==> src/rtl/hidden_cpu_pkg.sv <==
// Shared constants for the hidden CPU: instruction format, program-store depth,
// the NOP encoding and the fetch-unit FSM state encodings.
package hidden_cpu_pkg;

  localparam int INSTR_W = 6;
  localparam int DEPTH   = 16;

  localparam logic [5:0] NOP_INSTR = 6'b000000;

  localparam logic [1:0] ST_EMPTY = 2'd0;
  localparam logic [1:0] ST_LOAD  = 2'd1;
  localparam logic [1:0] ST_RUN   = 2'd2;

endpackage

==> src/rtl/prog_mem.sv <==
// Program store: DEPTH x INSTR_W register file, synchronous write, combinational read.
// No reset on the array; no backpressure, a write is accepted every cycle wr_en is high.
module prog_mem #(
  parameter int DEPTH   = 16,
  parameter int INSTR_W = 6,
  parameter int AW      = 4
) (
  input  logic               clk,
  input  logic               wr_en,
  input  logic [AW-1:0]      wr_addr,
  input  logic [INSTR_W-1:0] wr_data,
  input  logic [AW-1:0]      rd_addr,
  output logic [INSTR_W-1:0] rd_data
);

  logic [INSTR_W-1:0] mem [DEPTH];

  always_ff @(posedge clk) begin
    if (wr_en) begin
      mem[wr_addr] <= wr_data;
    end
  end

  assign rd_data = mem[rd_addr];

endmodule

==> src/rtl/instr_fetch.sv <==
// Instruction fetch unit: loads a program into prog_mem, then serves fetches with 1-cycle latency.
// Never stalls: every fetch_req gets exactly one response; writes beyond DEPTH are dropped and flagged.
module instr_fetch
  import hidden_cpu_pkg::*;
#(
  parameter int DEPTH   = hidden_cpu_pkg::DEPTH,
  parameter int INSTR_W = hidden_cpu_pkg::INSTR_W
) (
  input  logic               clk,
  input  logic               rst,
  input  logic               load_en,
  input  logic               load_valid,
  input  logic [INSTR_W-1:0] load_data,
  input  logic [7:0]         pc,
  input  logic               fetch_req,
  output logic [INSTR_W-1:0] instr,
  output logic               instr_valid,
  output logic [4:0]         prog_len,
  output logic               loading,
  output logic               overflow
);

  localparam int                 AW      = (DEPTH > 1) ? $clog2(DEPTH) : 1;
  localparam logic [4:0]         DEPTH_L = 5'(DEPTH);
  localparam logic [INSTR_W-1:0] NOP_W   = INSTR_W'(NOP_INSTR);

  logic [1:0]         state;
  logic [AW-1:0]      wr_ptr;
  logic               full;
  logic               wr_en;
  logic [INSTR_W-1:0] rd_data;
  logic [4:0]         pc_idx;
  logic               pc_hit;
  logic               unused_pc_hi;

  // Upper pc bits are deliberately ignored so the program wraps every 16 words.
  assign unused_pc_hi = ^pc[7:4];
  assign pc_idx       = {1'b0, pc[3:0]};
  assign pc_hit       = (state == ST_RUN) && (pc_idx < prog_len);

  assign full    = (prog_len == DEPTH_L);
  assign wr_en   = (state == ST_LOAD) && load_valid && !full;
  assign loading = (state == ST_LOAD);

  prog_mem #(
    .DEPTH   (DEPTH),
    .INSTR_W (INSTR_W),
    .AW      (AW)
  ) u_prog_mem (
    .clk     (clk),
    .wr_en   (wr_en),
    .wr_addr (wr_ptr),
    .wr_data (load_data),
    .rd_addr (pc[AW-1:0]),
    .rd_data (rd_data)
  );

  always_ff @(posedge clk) begin
    if (rst) begin
      state       <= ST_EMPTY;
      wr_ptr      <= '0;
      prog_len    <= '0;
      overflow    <= 1'b0;
      instr       <= NOP_W;
      instr_valid <= 1'b0;
    end else begin
      instr_valid <= fetch_req;
      if (fetch_req) begin
        instr <= pc_hit ? rd_data : NOP_W;
      end

      case (state)
        ST_LOAD: begin
          if (wr_en) begin
            wr_ptr   <= wr_ptr + AW'(1);
            prog_len <= prog_len + 5'd1;
          end else if (load_valid) begin
            overflow <= 1'b1;
          end
          // A write on the exit cycle still counts towards having a program.
          if (!load_en) begin
            state <= ((prog_len != 5'd0) || wr_en) ? ST_RUN : ST_EMPTY;
          end
        end
        default: begin
          if (load_en) begin
            state    <= ST_LOAD;
            wr_ptr   <= '0;
            prog_len <= '0;
            overflow <= 1'b0;
          end
        end
      endcase
    end
  end

endmodule

==> config.mk <==
export PLATFORM = sky130hd
export DESIGN_NAME = instr_fetch
export DESIGN_NICKNAME = d
export VERILOG_FILES = /design/src/rtl/hidden_cpu_pkg.sv /design/src/rtl/prog_mem.sv /design/src/rtl/instr_fetch.sv
export SDC_FILE = /design/constraint.sdc
export NUM_CORES = 1
export LEC_CHECK = 0
export BUFFER_PORTS_ARGS = -buffer_cell sky130_fd_sc_hd__buf_2
export CAP_MARGIN = 15
export CORE_MARGIN = 1
export CORE_UTILIZATION = 36
export DETAILED_ROUTE_END_ITERATION = 8
export GPL_TIMING_DRIVEN = 0
export PLACE_DENSITY = 0.51
export SYNTH_ARGS = -nofsm -noshare
export SYNTH_HDL_FRONTEND = slang
export SYNTH_SLANG_ARGS = --single-unit
==> constraint.sdc <==
create_clock -name clk -period 2.4 [get_ports clk]
set_input_delay 0.36 -clock clk [delete_from_list [all_inputs] [get_ports clk]]
set_output_delay 0.36 -clock clk [all_outputs]
set_load 0.05 [all_outputs]
# After elaboration in Yosys (flattened, before gate mapping)
# Memories as Yosys holds them, arrays and structs flattened.
# Index checks and enable logic that the tools add are counted.
dict set report totals {
  ff_bits 19
  ramBits 96
  output_inout_bits 14
  wordCells 44
  n_memories 1
}
dict set report op_classes {
  addsub 2
  magnitude_cmp 1
  n_eq_ne 7
  mux 17
  n_reduce_logical 10
}
# memory words width read_ports rd_ports_with_merged_regs write_ports line
set memory_table {}
lappend memory_table {u_prog_mem.mem 16 6 1 0 1 prog_mem.sv:16} ;# logic [INSTR_W-1:0] mem [DEPTH];
# cell n
set op_table {}
lappend op_table {{5-bit two-way mux} 3}
lappend op_table {{4-bit two-way mux} 3}
lappend op_table {{2-bit two-way mux} 4}
lappend op_table {{1-bit two-way mux} 6}
lappend op_table {{6-bit two-way mux} 1}
lappend op_table {{2-bit inequality test, second input constant} 3}
lappend op_table {{5-bit by 1-bit adder with 5-bit output, second input constant} 1}
lappend op_table {{5-bit equality test, second input constant} 1}
lappend op_table {{4-bit by 5-bit less-than comparator with 1-bit output} 1}
lappend op_table {{5-bit nonzero test} 1}
lappend op_table {{4-bit by 1-bit adder with 4-bit output, second input constant} 1}
lappend op_table {{2-bit AND reduction} 2}
lappend op_table {{1-bit logical AND} 3}
lappend op_table {{3-bit AND reduction} 1}
lappend op_table {{2-bit by 1-bit equality test with 1-bit output, second input constant} 1}
lappend op_table {{2-bit equality test, second input constant} 1}
lappend op_table {{2-bit by 1-bit inequality test with 1-bit output, second input constant} 1}
lappend op_table {{2-bit nonzero test} 1}
lappend op_table {{1-bit logical NOT} 1}
lappend op_table {{1-bit logical OR} 1}

# Longest topological paths before layout
# Gate-level depths: netlist (run 1).
dict set report depth {
  word_depth 7
  ltp_mapped 7
  depth_no_buf 7
}

# Cells and area by module
# From an unflattened synthesis (run 1), not the netlist that was laid out.
dict set report unflattened {
  cells_unflattened 268
  hier_area_um2 4708.3
}
# mod n_inst cells_per_inst area_per_inst_um2
set by_module_without_submodules {}
lappend by_module_without_submodules {prog_mem 1 172 3774.9}
lappend by_module_without_submodules {instr_fetch 1 96 933.4}

# Least setup slack after synthesis (run 1)
# OpenSTA, ideal clock, no wires.
dict set report synth_timing {
  path_kind {register to register}
  start {reg prog_len[0]}
  end {mem u_prog_mem.mem[0][0], enable pin}
  setup_ns 0.377
  arrival_time_ns 2.260
  required_ns 2.023
  slack_ns -0.237
  stages_incl_launch_ff 7
  path_buffers 0
  cell_sequence {dfxtp_1 -> inv_1 -> ha_1 -> and4bb_2 -> nor2_1 -> nand2_1 -> nor3_1}
}
dict set report synth_via {
  elab_chain_len 5
}
# element line
set synth_lines {}
lappend synth_lines {{start: declaration} instr_fetch.sv:18} ;# output logic [4:0] prog_len,
lappend synth_lines {{start signal: assignment} instr_fetch.sv:76} ;# prog_len <= prog_len + 5'd1;
lappend synth_lines {{5-bit equality test} instr_fetch.sv:41} ;# assign full = (prog_len == DEPTH_L);
lappend synth_lines {{1-bit logical NOT} instr_fetch.sv:42} ;# assign wr_en = (state == ST_LOAD) && load_valid && !full;
lappend synth_lines {{1-bit logical AND} instr_fetch.sv:42}
lappend synth_lines {{1-bit two-way mux} prog_mem.sv:19} ;# if (wr_en) begin
lappend synth_lines {{1-bit two-way mux (not written as such)} prog_mem.sv:20} ;# mem[wr_addr] <= wr_data;
lappend synth_lines {{end: declaration} prog_mem.sv:16}
# Every way passes these cells.

# Worst setup path in the final report (run 1)
dict set report layout_timing {
  start {reg prog_len[0]}
  end {mem u_prog_mem.mem[9][1], enable pin}
}
# Same word-level chain as after synthesis.

==> flow_metrics.tcl, run 1 <==
set metrics [dict create \
    outcome "finished clean" \
    post_drt_wl_per_cell_um 18.4 \
    antenna_violating_nets_post_route 0 \
    crit_slowest_cell "nor2_2" \
    timing.max_slew.rel_slack 0.493 \
    routed-via-count 2535 \
    root_buffer "clkbuf_16" \
    clkLatencyLatePin_ns 0.40 \
    cellLeakagePower_nw 1.99 \
    fin_util 0.460 \
    final_cell_count_no_fill 516 \
    antenna-diode-count 0 \
    synth.top_cells.by_area "edfxtp_1 (62%), mux4_2 (11%), dfxtp_1 (8.2%)" \
    timing.critical_path.from "prog_len[0]$_SDFFE_PP0P_" \
    level_count_of_the_clock_h_tree 4 \
    final.min_clock_period_ns 2.33 \
    synth_enable_flop_cells 96 \
    critPathMaxStageDelay_ns 0.43 \
    cp_num_buf_inv 1 \
    max-cap-violations 0 \
    first_pass_iters 4 \
    vdd.ir_drop.worst_uv 483 \
    clock_sinks 115 \
    synth_commonest_cells "edfxtp_1 (96), nor2_1 (31), mux4_2 (23)" \
    timing.fmax_mhz 429 \
    cts_hold_buffers 0 \
    wire_length_on_met1_um 4360 \
    grt_max_degree 17 \
    synthDominantCellAreaShare 0.619 \
    grt.overflow.total 0 \
    met3_wirelength_um 322 \
    detail_route.wirelength_um 9500 \
    n_fill_cell 1157 \
    netlist_instances 278 \
    antenna_violations_before_repair 0 \
    syn_area_per_cell_um2 16.8 \
    i_o_pins 33 \
    numPortBuffers 27 \
    worstPathArrival_ns 2.38 \
    layout-area-overhead-vs-synth_pct 24.5 \
    postSynthNetCount 307 \
    topRoutingLayerUsed "met4" \
    setup_repair_after_global_routing_missed_its_margin "yes" \
    first_global_vias 2476 \
    clk_transition_reported_paths_ns 0.05 \
    final_design_area_no_fill_um2 5800 \
    setup.worst_path.class "reg -> reg" \
    fin_worst_skew_ns 0.00705 \
    initial_core_util 0.369 \
    die_height_um 116 \
    critical_path.endpoint_type "flip-flop" \
    cp_top_family "simple AND/OR/NAND/NOR gates" \
    report.final.setup_viol 0 \
    post-route-period-util 0.971 \
    grt.total_usage 0.157 \
    cts_tree "done" \
    hold-path-cell-count 2 \
    post_route_cells_drive_above_1_share 0.328 \
    ys_dominant_reg_cell "edfxtp_1" \
    critical_path.startpoint_type "flip-flop" \
    drt_iter0_markers 117 \
    holdWs_ns 0.253 \
    seq_area_frac_synth 0.700 \
    finalWeightedCongestion 0.719 \
    met2RoutedLength_um 4680 \
    dpl_cell_area_um2 5030 \
    synth_largest_area_cell "edfxtp_1" \
    regToRegStartpoint "prog_len[0]$_SDFFE_PP0P_" \
    synth.lib_cells_used.distinct 34 \
    grt_first_pass_wirelength_um 14300 \
    routed_via_density 4.91 \
    place.detailed.hpwl_um 6340 \
    seqCellArea_um2 3270 \
    timing.critical_path.cells "inv_1 -> ha_1 -> and4bb_2 -> nor2_2 -> nand2_1 -> nor2_2" \
    yosys.cell_count.top_type "edfxtp_1" \
    async_reset_ff_frac 0 \
    crit_required_ns 2.45 \
    design.core.area_um2 12600 \
    hold_vio_cnt_final 0 \
    reg2reg_depth 6 \
    worst-path-stages 6 \
    cts_buffer_depth 2 \
    hp_start "fetch_req" \
    fp.dieArea_um2 13400 \
    final_max_slew_viol_count 0 \
    ys.warnings.count 0 \
    critical_path.most_common_cell "nor2_2" \
    nets 360 \
    powerDensity_nw_per_um2 896 \
    crit_fanout 9 \
    core.rowCount 41 \
    floorplan.die.width_um 116 \
    placedCellCount 477 \
    drc 0 \
    cts_buffers 17 \
    multi_input_comb_area_um2 1380 \
    post_synthesis_instance_area_um2 4660 \
    timing.hold.worst.class "in -> reg" \
    synth.ff_latch_count 115 \
    timing_worst_slew_pin_value_ns 0.760 \
]
-- routing by layer --
layer  global-route usage  up-vias
li1                     -     1196
met1                0.213     1280
met2                0.245       45
met3               0.0397       14
met4               0.0590        0
met5                    0        -
-- state kept, by name, summed over array words and instances, names as in the netlist --
register        flops
prog_len            5
instr               6
instr_valid         1
wr_ptr              4
state               2
overflow            1
u_prog_mem.mem     96
-- metrics by stage --
step	setup slack (ns)	total power, W	TNS (ns)
floorplan	0.144	0.00245	0
CTS	0.0684	0.00523	0
global route	-0.105	0.00537	-3.48
global placement	-0.231	0.00255	-15.99
detailed placement	-0.243	0.00256	-17.39
finish	0.0699	0.00520	0
-- path summary, 6_finish.rpt --
check | slack [ns] | to
worst min-delay path | 0.25 | instr_valid$_SDFF_PP0_
worst max register to register | 0.07 | u_prog_mem.mem[9][1]$_DFFE_PP_
worst min register to register | 0.47 | instr[1]$_SDFFE_PP0P_
worst max-delay path | 0.07 | u_prog_mem.mem[9][1]$_DFFE_PP_
-- cell families after synthesis --
family | count (synthesis) | synth area share
fa+ha+maj | 10 | 0.0269
simple gates | 74 | 0.0738
compound gates | 27 | 0.0446
mux | 25 | 0.119
xor+xnor | 5 | 0.00940
buf+inv | 22 | 0.0260
flops | 115 | 0.700
-- report_power, final --
part	total, W	internal (W)	leakage [nW]	switching (W)
Combinational	0.000320	0.000118	0.670	0.000202
Sequential	0.00221	0.00219	1.02	0.0000163
Clock	0.00267	0.00186	0.302	0.000815
Total	0.00520	0.00416	1.99	0.00103
-- area by class of cell --
cell class / count / share of cell area
tap: 172 / 0.0371
timing repair buffer: 34 / 0.0324
clock buffer: 21 / 0.0777
inverter: 11 / 0.00712
buffer: 11 / 0.0138
multi-input combinational: 141 / 0.237
clock inverter: 11 / 0.0315
sequential: 115 / 0.563
-- worst register-to-register path, cell delays in order (launching register included) --
cell      delay, ns
dfxtp_2        0.36
inv_1          0.07
ha_1           0.23
and4bb_2       0.27
nor2_2         0.32
nand2_1        0.30
nor2_2         0.43
-- layout by cell type, fill, tap and decap left out, types with 7 or more instances in the layout --
cell,n
a22oi_1,7
buf_2,30
buf_4,8
clkbuf_1,7
clkbuf_16,17
dfxtp_1,17
edfxtp_1,96
ha_1,10
inv_1,11
mux4_2,23
nand2_1,13
nand3_1,10
nor2_1,18
nor2_2,8
-- repair_timing --
| item | 4_1_cts | 5_1_grt |
|---|---|---|
| buffers inserted | 0 | 7 |
| resized for setup | 17 | 5 |
| endpoints found under the setup margin | 96 | 94 |
| hold endpoints to repair | 0 | 0 |
| pin swaps | 0 | 3 |
No activity file was read; power rests on OpenSTA's default activity.
==> run 2, diff against run 1 <==
- SYNTH_HIERARCHICAL: unset -> 1
==> run 2 against run 1 <==
Effect of this change:
- clock skew is essentially flat
- via count decreased by 4.4%
- global-route usage up 0.20 points
- synthesized cell count shrank 3.6%
- worst hold slack got worse by 0.079 ns
- critical path type unchanged
- critical endpoint is now u_prog_mem/mem[2][0]$_DFFE_PP_
- largest cell class unchanged
- largest power group unchanged
- highest routed layer unchanged
==> flow_metrics.tcl, run 2 <==
set metrics [dict create \
    report.final.setup_viol 0 \
    r2r_slack_ns 0.1 \
    root_buffer "clkbuf_16" \
    timing.hold.worst.class "in -> reg" \
    hp_start "rst" \
    powerDensity_nw_per_um2 886 \
    grt.overflow.total 0 \
    synth.ff_latch_count 115 \
    clkLatencyLatePin_ns 0.40 \
    fin_worst_skew_ns 0.00655 \
    ys.warnings.count 6 \
    placedCellCount 467 \
    regToRegStartpoint "prog_len[0]$_SDFFE_PP0P_" \
    reg_top3 "u_prog_mem/mem x96, instr x6, prog_len x5" \
    critical_path.endpoint_type "flip-flop" \
    finalWeightedCongestion 0.706 \
    cts_tree "done" \
    final_max_slew_viol_count 0 \
    first_pass_iters 4 \
    layout.cells.most_common_list "edfxtp_1 (96), buf_2 (27), nor2_1 (18)" \
    hold_vio_cnt_final 0 \
    post_route_cells_drive_above_1_share 0.277 \
    final.min_clock_period_ns 2.30 \
    antenna_violations_before_repair 0 \
    hold-path-endpoint "prog_len[0]$_SDFFE_PP0P_" \
    final_cell_count_no_fill 500 \
    drt_iter0_markers 260 \
    i_o_pins 33 \
    drc 0 \
    place.detailed.hpwl_um 6490 \
    async_reset_ff_frac 0 \
    timing.max_slew.rel_slack 0.547 \
    antenna_violating_nets_post_route 0 \
    yosys.cell_count.top_type "edfxtp_1" \
    n_fill_cell 1116 \
    layout_commonest_cell "edfxtp_1" \
    setup.worst_path.class "reg -> reg" \
    numPortBuffers 27 \
    cellLeakagePower_nw 2.00 \
    synth.lib_cells_used.distinct 37 \
    synth.top_cells.by_area "edfxtp_1 (61%), dfxtp_1 (8.1%), mux4_1 (6.7%)" \
    timing.fmax_mhz 435 \
    floorplan.die.width_um 116 \
    setup_repair_after_global_routing_missed_its_margin "yes" \
    critPathMaxStageDelay_ns 0.55 \
    level_count_of_the_clock_h_tree 4 \
    routed-via-count 2424 \
    largest-register "u_prog_mem/mem" \
    die_height_um 116 \
    synth_largest_area_cell "edfxtp_1" \
    cts_buffer_depth 2 \
    fp.dieArea_um2 13500 \
    post-route-period-util 0.959 \
    synth_commonest_cells "edfxtp_1 (96), nor2_1 (21), dfxtp_1 (19)" \
    grt_first_pass_wirelength_um 14600 \
    antenna-diode-count 0 \
    timing_worst_slew_pin_value_ns 0.676 \
    timing.critical_path.cells "inv_1 -> ha_1 -> nand4bb_4 -> nand2_4 -> inv_2 -> or3b_2 -> nor2_2" \
    crit_slowest_cell "or3b_2" \
    fin_util 0.451 \
    layout-area-overhead-vs-synth_pct 21.3 \
    nets 341 \
    core.rowCount 41 \
    synth_enable_flop_cells 96 \
    post_synthesis_instance_area_um2 4710 \
    max-cap-violations 0 \
    largest_register_ffs 96 \
    syn_area_per_cell_um2 17.6 \
    grt_max_degree 17 \
    hold-path-cell-count 2 \
    design.core.area_um2 12700 \
    seq_area_frac_synth 0.693 \
    synthDominantCellAreaShare 0.612 \
    reg2reg_depth 7 \
    postSynthNetCount 294 \
    cp_num_buf_inv 2 \
    outcome "finished clean" \
    vdd.ir_drop.worst_uv 508 \
    post_drt_wl_per_cell_um 19.2 \
    grt.total_usage 0.159 \
    crit_required_ns 2.46 \
    clk_transition_reported_paths_ns 0.05 \
    cp_top_family "simple AND/OR/NAND/NOR gates" \
    netlist_instances 268 \
    clock_sinks 115 \
    first_global_vias 2424 \
    worstPathArrival_ns 2.36 \
    detail_route.wirelength_um 9620 \
    initial_core_util 0.372 \
    cts_buffers 17 \
    critical_path.startpoint_type "flip-flop" \
    routed_via_density 4.85 \
    r2r-end "u_prog_mem/mem[2][0]$_DFFE_PP_" \
    ys_dominant_reg_cell "edfxtp_1" \
    crit_fanout 8 \
]
==> run 2: cell count changes in the layout (fill, tap and decap cells not counted), sizes merged, moves of 3 or more <==
cell	change
clkbuf	-6
clkinv	+4
nor2	-10
a22oi	+5
buf	-5
ha	-3
==> run 2: report_power, final <==
| part | switching, W | internal, W | total, W |
|---|---|---|---|
| Sequential | 0.0000234 | 0.00219 | 0.00221 |
| Clock | 0.000815 | 0.00171 | 0.00252 |
| Combinational | 0.000200 | 0.000124 | 0.000324 |
| Total | 0.00104 | 0.00402 | 0.00506 |
==> run 2: through the flow <==
stage          setup TNS [ns]  hold slack [ns]  cell area [um^2]  worst slack [ns]  total power (W)
6_report                    0            0.174              5710            0.0989          0.00506
4_1_cts                 -1.30            0.156              5680           -0.0674          0.00510
3_5_place_dp            -2.42            0.459              5070            -0.132          0.00256
3_3_place_gp            -2.07            0.463              5070           -0.0728          0.00256
5_1_grt                -0.600            0.166              5710           -0.0544          0.00524
2_1_floorplan               0            0.459              4720             0.105          0.00245
==> run 2: final cells by class <==
class                      instances  area, um^2  area share
sequential                       115        3270       0.572
multi-input combinational        135        1360       0.238
clock buffer                      18         429      0.0751
tap                              172         215      0.0377
clock inverter                    14         168      0.0294
timing repair buffer              28         155      0.0272
buffer                             9        83.8      0.0147
inverter                           9        33.8     0.00591
==> run 2: timing repair <==
item                                    CTS  global route
cloned                                    0             0
setup buffers                             0             1
endpoints found under the setup margin   42            24
hold buffers                              0             0
resized for setup                         3             4
==> run 2: cell families after synthesis <==
family,Yosys count,synth area share
multiplexers,24,0.124
adder cells (fa/ha/maj),7,0.0186
AO/OA/AOI/OAI,28,0.0465
flip-flops,115,0.693
XOR/XNOR,5,0.00930
AND/OR/NAND/NOR,71,0.0832
buffers and inverters,18,0.0250
==> run 2: how the worst max path moves through the flow <==
stage,start,endpoint,slack [ns],cells past startpoint
final,prog_len[0]$_SDFFE_PP0P_,u_prog_mem/mem[2][0]$_DFFE_PP_,0.1,7
after global routing,prog_len[0]$_SDFFE_PP0P_,u_prog_mem/mem[2][0]$_DFFE_PP_,-0.05,7
after CTS,prog_len[0]$_SDFFE_PP0P_,u_prog_mem/mem[1][3]$_DFFE_PP_,-0.07,7
after detailed placement,prog_len[0]$_SDFFE_PP0P_,u_prog_mem/mem[4][2]$_DFFE_PP_,-0.13,7
after global placement,prog_len[0]$_SDFFE_PP0P_,u_prog_mem/mem[1][2]$_DFFE_PP_,-0.07,7
after floorplan,prog_len[0]$_SDFFE_PP0P_,u_prog_mem/mem[2][0]$_DFFE_PP_,0.11,7
==> run 2: per-layer routing <==
metal | vias to the layer above | part of all wire | global-route usage
met1 | 1219 | 0.49 | 0.229
li1 | 1165 | - | -
met4 | 0 | 0.0088 | 0.0513
met2 | 33 | 0.47 | 0.230
met3 | 7 | 0.029 | 0.0483
met5 | - | 0 | 0
==> run 3, diff against run 2 <==
- ABC_AREA: unset -> 1
- PLACE_DENSITY: 0.51 -> 0.53
- clock period: 2.4 -> 1.95 ns (I/O delays scaled with it)
==> run 3 against run 2 <==
Effect of this change:
- sequential power increased by 24%
- critical path depth rose by 1
- clock skew grew 0.0021 ns
- combinational power up 73%
- worst hold slack worse by 0.092 ns
- critical path type unchanged
- critical endpoint is now u_prog_mem/mem[9][1]$_DFFE_PP_
- via count is 62% higher
- maximum frequency increased by 25%
==> flow_metrics.tcl, run 3 <==
set metrics [dict create \
    cts_buffers 17 \
    synth_commonest_cells "nand2_1 (154), edfxtp_1 (96), nand3_1 (86)" \
    first_pass_iters 4 \
    post_route_cells_drive_above_1_share 0.207 \
    i_o_pins 33 \
    core.rowCount 43 \
    synth.lib_cells_used.distinct 24 \
    nets 637 \
    ys.warnings.count 6 \
    grt.total_usage 0.187 \
    worstPathArrival_ns 1.93 \
    hold_vio_cnt_final 0 \
    synth_enable_flop_cells 96 \
    routed_via_density 4.88 \
    post_synthesis_instance_area_um2 5250 \
    postSynthNetCount 584 \
    timing.fmax_mhz 543 \
    finalWeightedCongestion 0.905 \
    cts_hold_buffers 0 \
    setup_repair_after_global_routing_missed_its_margin "no" \
    place.detailed.hpwl_um 8650 \
    report.final.setup_viol 0 \
    layout_commonest_cell "nand2_1" \
    post-route-period-util 0.944 \
    timing_worst_slew_pin_value_ns 0.537 \
    design.core.area_um2 14000 \
    setup.worst_path.class "reg -> reg" \
    die_height_um 123 \
    fin_ws_ns 0.108 \
    grt_max_degree 17 \
    antenna_violating_nets_post_route 0 \
    vdd.ir_drop.worst_uv 650 \
    synth_largest_area_cell "edfxtp_1" \
    drt_iter0_markers 361 \
    max-cap-violations 0 \
    fp.dieArea_um2 15100 \
    async_reset_ff_frac 0 \
    fin_util 0.449 \
    syn_area_per_cell_um2 9.40 \
    detail_route.wirelength_um 12800 \
    outcome "finished clean" \
    numPortBuffers 28 \
    clkLatencyLatePin_ns 0.41 \
    timing.max_slew.rel_slack 0.642 \
    clk_transition_reported_paths_ns 0.05 \
    clock_sinks 115 \
    seq_area_frac_synth 0.622 \
    placedCellCount 766 \
    final_cell_count_no_fill 803 \
    cts_tree "done" \
    largest-register "u_prog_mem/mem" \
    largest_register_ffs 96 \
    drc 0 \
    critical_path.startpoint_type "flip-flop" \
    post_drt_wl_per_cell_um 15.9 \
    reg_top3 "u_prog_mem/mem x96, instr x6, prog_len x5" \
    initial_core_util 0.374 \
    antenna-diode-count 0 \
    cts_buffer_depth 2 \
    crit_required_ns 2.04 \
    grt.overflow.total 0 \
    synth.ff_latch_count 115 \
    powerDensity_nw_per_um2 925 \
    cellLeakagePower_nw 2.62 \
    detailedPlace.worstSlack_ns -0.407 \
    antenna_violations_before_repair 0 \
    ys_dominant_reg_cell "edfxtp_1" \
    final_max_slew_viol_count 0 \
    level_count_of_the_clock_h_tree 4 \
    layout.cells.most_common_list "nand2_1 (153), edfxtp_1 (96), nand3_1 (85)" \
    synthDominantCellAreaShare 0.549 \
    root_buffer "clkbuf_16" \
    final.min_clock_period_ns 1.84 \
    routed-via-count 3917 \
    fin_worst_skew_ns 0.00861 \
    layout-area-overhead-vs-synth_pct 20.0 \
    post-layout-total-power_w 0.00583 \
    yosys.cell_count.top_type "nand2_1" \
    floorplan.die.width_um 123 \
    critical_path.endpoint_type "flip-flop" \
    crit_fanout 7 \
    first_global_vias 3640 \
    synth.top_cells.by_area "edfxtp_1 (55%), nand2_1 (11%), nand3_1 (8.2%)" \
    timing.hold.worst.class "in -> reg" \
    grt_first_pass_wirelength_um 19700 \
    netlist_instances 558 \
]
run 3: logic make-up (layout without fill, tap and decap cells):
family,Yosys count,count (layout),share of synthesized area
AO/OA/AOI/OAI,27,27,0.0267
XOR/XNOR,2,2,0.00334
adder cells (fa/ha/maj),7,7,0.0167
buffers and inverters,118,183,0.0935
flip-flops,115,115,0.622
AND/OR/NAND/NOR,289,289,0.238
run 3: worst paths after layout:
path                               endpoint  cells after the start                      from  slack, ns
min                   state[0]$_SDFFE_PP0P_                      2                       rst       0.08
min reg2reg           state[1]$_SDFFE_PP0P_                      2     state[1]$_SDFFE_PP0P_       0.49
max reg2reg  u_prog_mem/mem[9][1]$_DFFE_PP_                      8  prog_len[0]$_SDFFE_PP0P_       0.11
max          u_prog_mem/mem[9][1]$_DFFE_PP_                      8  prog_len[0]$_SDFFE_PP0P_       0.11
run 3: timing repair:
item	in CTS	in global routing
endpoints found under the setup margin	96	96
gates cloned	0	0
gates resized for setup	19	18
buffers inserted	2	4
pin swaps	2	1
run 3: report_power, final:
group	internal [W]	total, W	switching [W]
logic	0.000150	0.000561	0.000411
clock network	0.00156	0.00254	0.000976
registers	0.00270	0.00273	0.0000252
total	0.00442	0.00583	0.00141
run 3: worst max-delay path: stages, from the launching register on:
cell and delay (ns):
dfxtp_4 0.37, inv_1 0.06, ha_1 0.21, nand3_1 0.10
nand2_2 0.09, clkinvlp_4 0.16, nand3b_1 0.10, buf_4 0.19
nor2_4 0.24
run 3: metal layers:
metal	track usage	up-vias	wire length, um
met1	0.249	1867	5940
met4	0.0953	0	360
met5	0	-	0
met3	0.0441	29	519
met2	0.284	102	5960
li1	-	1919	-
run 3: through the flow:
step                      hold slack [ns]  instance area, um^2  TNS (ns)
after CTS                          0.0604                 6190     -3.19
final                              0.0823                 6300         0
after global routing               0.0762                 6300         0
after detailed placement            0.482                 5620    -14.72
after floorplan                     0.371                 5250         0
after global placement              0.462                 5620     -9.49
run 3: final cells by class:
class,instances,area [um^2]
clock inverter,11,46.3
buffer,21,121
clock buffer,20,437
sequential,115,3270
tap,180,225
multi-input combinational,325,1630
fill,1342,7740
timing repair buffer,34,198
inverter,97,373
